<file path="src/rtl/mem_ctrl.sv">
// Single-port RAM controller: CPU word reads, full writes, and byte-enabled
// writes serviced as read-modify-write against a RAM with registered read data.
module mem_ctrl #(
  parameter int ADDR_W = 9,
  parameter int DATA_W = 32
) (
  input  logic              clk,
  input  logic              clr_n,
  input  logic              req_valid,
  output logic              req_ready,
  input  logic              req_we,
  input  logic [3:0]        req_be,
  input  logic [ADDR_W-1:0] req_addr,
  input  logic [DATA_W-1:0] req_wdata,
  output logic              rsp_valid,
  output logic [DATA_W-1:0] rsp_rdata,
  output logic              ram_read,
  output logic              ram_write,
  output logic [ADDR_W-1:0] ram_addr,
  output logic [DATA_W-1:0] ram_wdata,
  input  logic [DATA_W-1:0] ram_rdata
);

  localparam int LANE_W = DATA_W / 4;

  typedef enum logic [2:0] {IDLE, RD_ISSUE, RD_CAP, WR_ISSUE, DONE} state_t;

  state_t            state, state_nxt;
  logic              we_q;
  logic [3:0]        be_q;
  logic [ADDR_W-1:0] addr_q;
  logic [DATA_W-1:0] word_q;
  logic [DATA_W-1:0] rdata_q;
  logic              accept;

  // Enabled lanes come from the CPU word, the rest keep the RAM contents.
  function automatic logic [DATA_W-1:0] merge_lanes(input logic [DATA_W-1:0] wdata,
                                                    input logic [DATA_W-1:0] old,
                                                    input logic [3:0]        be);
    logic [DATA_W-1:0] m;
    m = old;
    for (int i = 0; i < 4; i++) begin
      if (be[i]) m[i*LANE_W +: LANE_W] = wdata[i*LANE_W +: LANE_W];
    end
    return m;
  endfunction

  assign accept = req_valid && (state == IDLE);

  always_ff @(posedge clk or negedge clr_n) begin
    if (!clr_n) state <= IDLE;
    else        state <= state_nxt;
  end

  always_comb begin
    state_nxt = state;
    unique case (state)
      IDLE: begin
        if (accept) begin
          if (!req_we)              state_nxt = RD_ISSUE;
          else if (req_be == 4'hF)  state_nxt = WR_ISSUE;
          else if (req_be == 4'h0)  state_nxt = DONE;
          else                      state_nxt = RD_ISSUE;
        end
      end
      RD_ISSUE: state_nxt = RD_CAP;
      RD_CAP:   state_nxt = we_q ? WR_ISSUE : DONE;
      WR_ISSUE: state_nxt = DONE;
      DONE:     state_nxt = IDLE;
      default:  state_nxt = IDLE;
    endcase
  end

  always_comb begin
    req_ready = (state == IDLE);
    ram_read  = (state == RD_ISSUE);
    ram_write = (state == WR_ISSUE);
    rsp_valid = (state == DONE);
  end

  assign ram_addr  = addr_q;
  assign ram_wdata = word_q;
  assign rsp_rdata = rdata_q;

  // Request capture, RMW merge in RD_CAP, and the held completion word.
  always_ff @(posedge clk or negedge clr_n) begin
    if (!clr_n) begin
      we_q    <= 1'b0;
      be_q    <= 4'h0;
      addr_q  <= '0;
      word_q  <= '0;
      rdata_q <= '0;
    end else begin
      if (accept) begin
        we_q   <= req_we;
        be_q   <= req_be;
        addr_q <= req_addr;
        word_q <= req_wdata;
        if (req_we && (req_be == 4'h0)) rdata_q <= '0;
      end
      if (state == RD_CAP) begin
        if (we_q) word_q  <= merge_lanes(word_q, ram_rdata, be_q);
        else      rdata_q <= ram_rdata;
      end
      if (state == WR_ISSUE) rdata_q <= word_q;
    end
  end

endmodule

</file>
<file path="config.mk">
export PLATFORM = sky130hd
export DESIGN_NAME = mem_ctrl
export DESIGN_NICKNAME = d
export VERILOG_FILES = /design/src/rtl/mem_ctrl.sv
export SDC_FILE = /design/constraint.sdc
export NUM_CORES = 1
export LEC_CHECK = 0
export CAP_MARGIN = 20
export CELL_PAD_IN_SITES_DETAIL_PLACEMENT = 1
export CELL_PAD_IN_SITES_GLOBAL_PLACEMENT = 2
export CORE_ASPECT_RATIO = 1.5
export CORE_UTILIZATION = 24
export CTS_BUF_LIST = sky130_fd_sc_hd__clkbuf_2
export DETAILED_ROUTE_END_ITERATION = 12
export GPL_ROUTABILITY_DRIVEN = 0
export PLACE_DENSITY = 0.81
export SKIP_LAST_GASP = 1
export SYNTH_ARGS = -nofsm -noshare
export SYNTH_HDL_FRONTEND = slang
export SYNTH_SLANG_ARGS = --single-unit
</file>
<file path="constraint.sdc">
create_clock -name clk -period 1.9 [get_ports clk]
set_clock_uncertainty 0.15 [all_clocks]
set_input_delay 0.19 -clock clk [delete_from_list [all_inputs] [get_ports clk]]
set_output_delay 0.19 -clock clk [all_outputs]
set_load 0.05 [all_outputs]
</file>
==> run_summary.xml <==
<?xml version="1.0" encoding="UTF-8"?>
<metrics>
  <group name="sta">
    <metric name="tightest_slew" unit="ns">0.708</metric>
    <metric name="unrepaired_setup_endpoints_after_global_routing" unit="">yes</metric>
    <metric name="timing_hold_violations_final" unit="">0</metric>
    <metric name="setup-tns-final" unit="ns">-11.15</metric>
    <metric name="clock.fmax" unit="MHz">476</metric>
    <metric name="slew_headroom" unit="%">52.8</metric>
    <metric name="share_of_the_clock_period_used_by_the_worst_path_after_layout" unit="%">111</metric>
    <metric name="post-route-min-period" unit="ns">2.10</metric>
    <metric name="setup_viol" unit="">81</metric>
    <metric name="drv_slew" unit="">0</metric>
    <metric name="final.setup.worst_slack" unit="ns">-0.200</metric>
  </group>
  <group name="logic_synthesis">
    <metric name="synth_simple_gate_area_share" unit="%">8.24</metric>
    <metric name="synthesized_area_fraction_occupied_by_xor_and_xnor_cells" unit="%">0</metric>
    <metric name="async_flop_share" unit="%">100</metric>
    <metric name="yosys.area_share.adder" unit="%">0</metric>
    <metric name="synth_top_family_by_area" unit="">compound AO/OA/AOI/OAI gates</metric>
    <metric name="most_used_flip_flop_cell_after_synthesis" unit="">sky130_fd_sc_hd__dfrtp_1</metric>
    <metric name="synth.avg_cell_area" unit="µm²">10.3</metric>
    <metric name="synth_sequential_area_ratio" unit="%">50.9</metric>
    <metric name="synth_area" unit="mm²">0.00398</metric>
    <metric name="ys.warnings.count" unit="">0</metric>
    <metric name="synth-edff-count" unit="">0</metric>
    <metric name="synth.area.mux_share" unit="%">5.19</metric>
    <metric name="synth_cell_types" unit="">30</metric>
    <metric name="synth_cells" unit="">387</metric>
    <metric name="synth_seq_cells" unit="">81</metric>
    <metric name="synth_fp_nets" unit="">468</metric>
    <metric name="synth_compound_gate_area_share" unit="%">28.0</metric>
  </group>
  <group name="critical_path">
    <metric name="r2r.worst_path.cells" unit="">5</metric>
    <metric name="reg2reg_slack" unit="ns">-0.20</metric>
    <metric name="crit-reg2reg-launch" unit="">state[0]$_DFFE_PN0P_</metric>
    <metric name="cp-end-kind" unit="">register</metric>
    <metric name="worstPathArrival" unit="ns">2.43</metric>
    <metric name="critical_path.max_fanout" unit="">8</metric>
    <metric name="setup.worst_path.start_class" unit="">register</metric>
    <metric name="timing.critical_path.required" unit="ns">2.23</metric>
    <metric name="crit_type" unit="">reg -&gt; reg</metric>
    <metric name="timing.rr.end" unit="">ram_wdata[3]$_DFFE_PN0P_</metric>
  </group>
  <group name="pwr">
    <metric name="p_per_area" unit="mW/mm²">2070</metric>
    <metric name="report.power.total" unit="W">0.0143</metric>
    <metric name="static-leakage-power" unit="nW">2.80</metric>
    <metric name="irDropWorstVdd" unit="V">0.000991</metric>
  </group>
  <group name="cts">
    <metric name="worst_skew_pair.late_latency" unit="ns">0.54</metric>
    <metric name="number_of_buffers_on_the_longest_clock_path" unit="">2</metric>
    <metric name="clk_pin_slew" unit="ns">0.21</metric>
    <metric name="clock-root-buffer" unit="">sky130_fd_sc_hd__clkbuf_2</metric>
    <metric name="htreeDepth" unit="">3</metric>
    <metric name="numClockSinks" unit="">81</metric>
    <metric name="cts_tree" unit="">built</metric>
    <metric name="cts_buffers" unit="">9</metric>
  </group>
  <group name="finish">
    <metric name="num-fill-cells" unit="">1744</metric>
    <metric name="multiInputGateArea" unit="mm²">0.00235</metric>
    <metric name="area_growth_syn_to_layout" unit="%">73.9</metric>
    <metric name="final_net_count" unit="">652</metric>
    <metric name="utilization" unit="%">42.7</metric>
    <metric name="final_cells" unit="">782</metric>
    <metric name="layout.area.seq" unit="mm²">0.00203</metric>
    <metric name="post_route_cells_drive_above_1_share" unit="%">42.1</metric>
  </group>
  <group name="global_route">
    <metric name="met2_usage" unit="%">36.0</metric>
    <metric name="met3_usage" unit="%">3.88</metric>
    <metric name="busiest_layer" unit="">met2</metric>
    <metric name="grt_max_degree" unit="">82</metric>
    <metric name="grt_pass1_wl" unit="µm">26200</metric>
    <metric name="number_of_global_route_vias_before_repair" unit="">4511</metric>
    <metric name="gr-usage-met1" unit="%">22.5</metric>
    <metric name="overflow" unit="">0</metric>
    <metric name="gr-usage-all-layers" unit="%">20.0</metric>
    <metric name="grt_antenna_before_repair" unit="">2</metric>
  </group>
  <group name="routing">
    <metric name="detailedRoute.firstPassIterationCount" unit="">5</metric>
    <metric name="postRouteAntennaNets" unit="">0</metric>
    <metric name="drc" unit="">0</metric>
    <metric name="first_drt_iteration_drcs" unit="">149</metric>
    <metric name="post_drt_wl_per_cell" unit="µm">21.9</metric>
    <metric name="via_count" unit="">4161</metric>
    <metric name="route.final.wire_length" unit="µm">17100</metric>
    <metric name="via_per_inst" unit="">5.32</metric>
  </group>
  <group name="place">
    <metric name="placedCellCount" unit="">742</metric>
    <metric name="place_hpwl" unit="µm">10900</metric>
    <metric name="numPortBuffers" unit="">157</metric>
  </group>
  <group name="job">
    <metric name="timing.max_cap.violations" unit="">0</metric>
  </group>
  <group name="floorplan">
    <metric name="std_cell_rows" unit="">57</metric>
    <metric name="core" unit="mm²">0.0162</metric>
    <metric name="initial_core_util" unit="%">24.6</metric>
    <metric name="floorplan.die_area" unit="mm²">0.0171</metric>
    <metric name="pin_count" unit="">158</metric>
    <metric name="floorplan.die.height" unit="µm">160</metric>
    <metric name="die_width" unit="µm">107</metric>
  </group>
  <group name="run_status">
    <metric name="status" unit="">finished, violations left</metric>
    <metric name="violations" unit="">setup timing</metric>
  </group>
  <group name="hold_path">
    <metric name="holdCritPathClass" unit="">in -&gt; async</metric>
  </group>
</metrics>
layout make-up:
class                      count  share of cell area, %
multi-input combinational    232                   34.0
timing repair buffer         213                   30.0
sequential                    81                   29.3
tap                          206                   3.72
inverter                      34                   1.84
clock buffer                  11                  0.796
clock inverter                 4                  0.307
antenna                        1                 0.0362
cell usage after synthesis, types with 2 or more instances:
library cell	instances	area, µm²
sky130_fd_sc_hd__buf_6	3	33.8
sky130_fd_sc_hd__nor3_1	2	10.0
sky130_fd_sc_hd__or4b_2	2	20.0
sky130_fd_sc_hd__inv_1	34	128
sky130_fd_sc_hd__o22ai_1	64	400
sky130_fd_sc_hd__o32ai_1	32	280
sky130_fd_sc_hd__buf_2	4	20.0
sky130_fd_sc_hd__nor2b_1	32	200
sky130_fd_sc_hd__clkbuf_1	27	101
sky130_fd_sc_hd__o211ai_1	32	240
sky130_fd_sc_hd__nand4_1	2	12.5
sky130_fd_sc_hd__mux2_2	17	191
sky130_fd_sc_hd__dfrtp_1	81	2030
sky130_fd_sc_hd__buf_1	6	22.5
sky130_fd_sc_hd__a21oi_1	32	160
sky130_fd_sc_hd__o21ai_0	3	15.0
logic make-up (layout without fill, tap and decap cells):
family,Yosys count,count (layout)
and+or+nand+nor,49,49
buffers and inverters,74,262
AOI/OAI and AO/OA,165,165
muxes,18,18
DFF,81,81
other,0,1
metal layers:
layer	up-vias	share of wire (%)
met3	39	4.4
li1	1845	-
met5	-	0.058
met4	2	3.9
met2	151	54
met1	2124	37
what timing repair did:
action / 4_1_cts / 5_1_grt
setup buffers: 15 / 9
hold buffers: 1 / 0
pin swaps: 34 / 8
endpoints found under the hold margin: 81 / 0
gates cloned: 5 / 1
resized for setup: 139 / 98
endpoints found under the setup margin: 101 / 116
placed cells by master, fill, tap and decap left out, drive strengths merged, types with 8 or more instances in the layout:
cell type / instances
nor2b: 32
clkdlybuf4s15: 14
o211ai: 32
o32ai: 32
dlygate4sd2: 8
clkbuf: 32
buf: 89
a21oi: 33
dfrtp: 81
o22ai: 64
mux2: 18
clkdlybuf4s50: 79
inv: 34
flip-flops by register name, summed over array words and instances (netlist names):
name       flops
ram_addr       9
state          3
rsp_rdata     32
ram_wdata     32
we_q           1
be_q           4
worst max-delay path by stage:
stage / startpoint / to / cells past startpoint
after global routing: state[0]$_DFFE_PN0P_ / ram_wdata[3]$_DFFE_PN0P_ / 5
after detailed placement: req_valid / ram_wdata[25]$_DFFE_PN0P_ / 5
final: state[0]$_DFFE_PN0P_ / ram_wdata[3]$_DFFE_PN0P_ / 5
after floorplan: state[0]$_DFFE_PN0P_ / ram_read / 3
after CTS: state[0]$_DFFE_PN0P_ / ram_write / 5
after global placement: req_be[0] / rsp_rdata[30]$_DFF_PN0_ / 5
power by group:
group	internal [W]	switching [W]	total, W	leakage [nW]
Sequential	0.00262	0.000996	0.00361	0.920
Combinational	0.00371	0.00621	0.00991	1.82
Clock	0.000167	0.000616	0.000783	0.0552
Total	0.00649	0.00782	0.0143	2.80
through the flow:
step / hold WS, ns / setup WS, ns / cell area [µm²]
after CTS: 0.0258 / -0.259 / 6700
after floorplan: -0.256 / -0.0980 / 4040
after detailed placement: 0.114 / -0.298 / 5930
final: 0.0560 / -0.200 / 6920
after global placement: 0.105 / -0.243 / 5930
after global routing: 0.0198 / -0.261 / 6920
critical path, stage by stage, from the launching register on:
cell and delay, ns:
sky130_fd_sc_hd__dfrtp_2 0.51, sky130_fd_sc_hd__buf_6 0.14, sky130_fd_sc_hd__or4b_4 0.57, sky130_fd_sc_hd__buf_12 0.17
sky130_fd_sc_hd__mux2_4 0.35, sky130_fd_sc_hd__a21oi_4 0.17
Note: power is estimated with default switching activity, not from simulation.
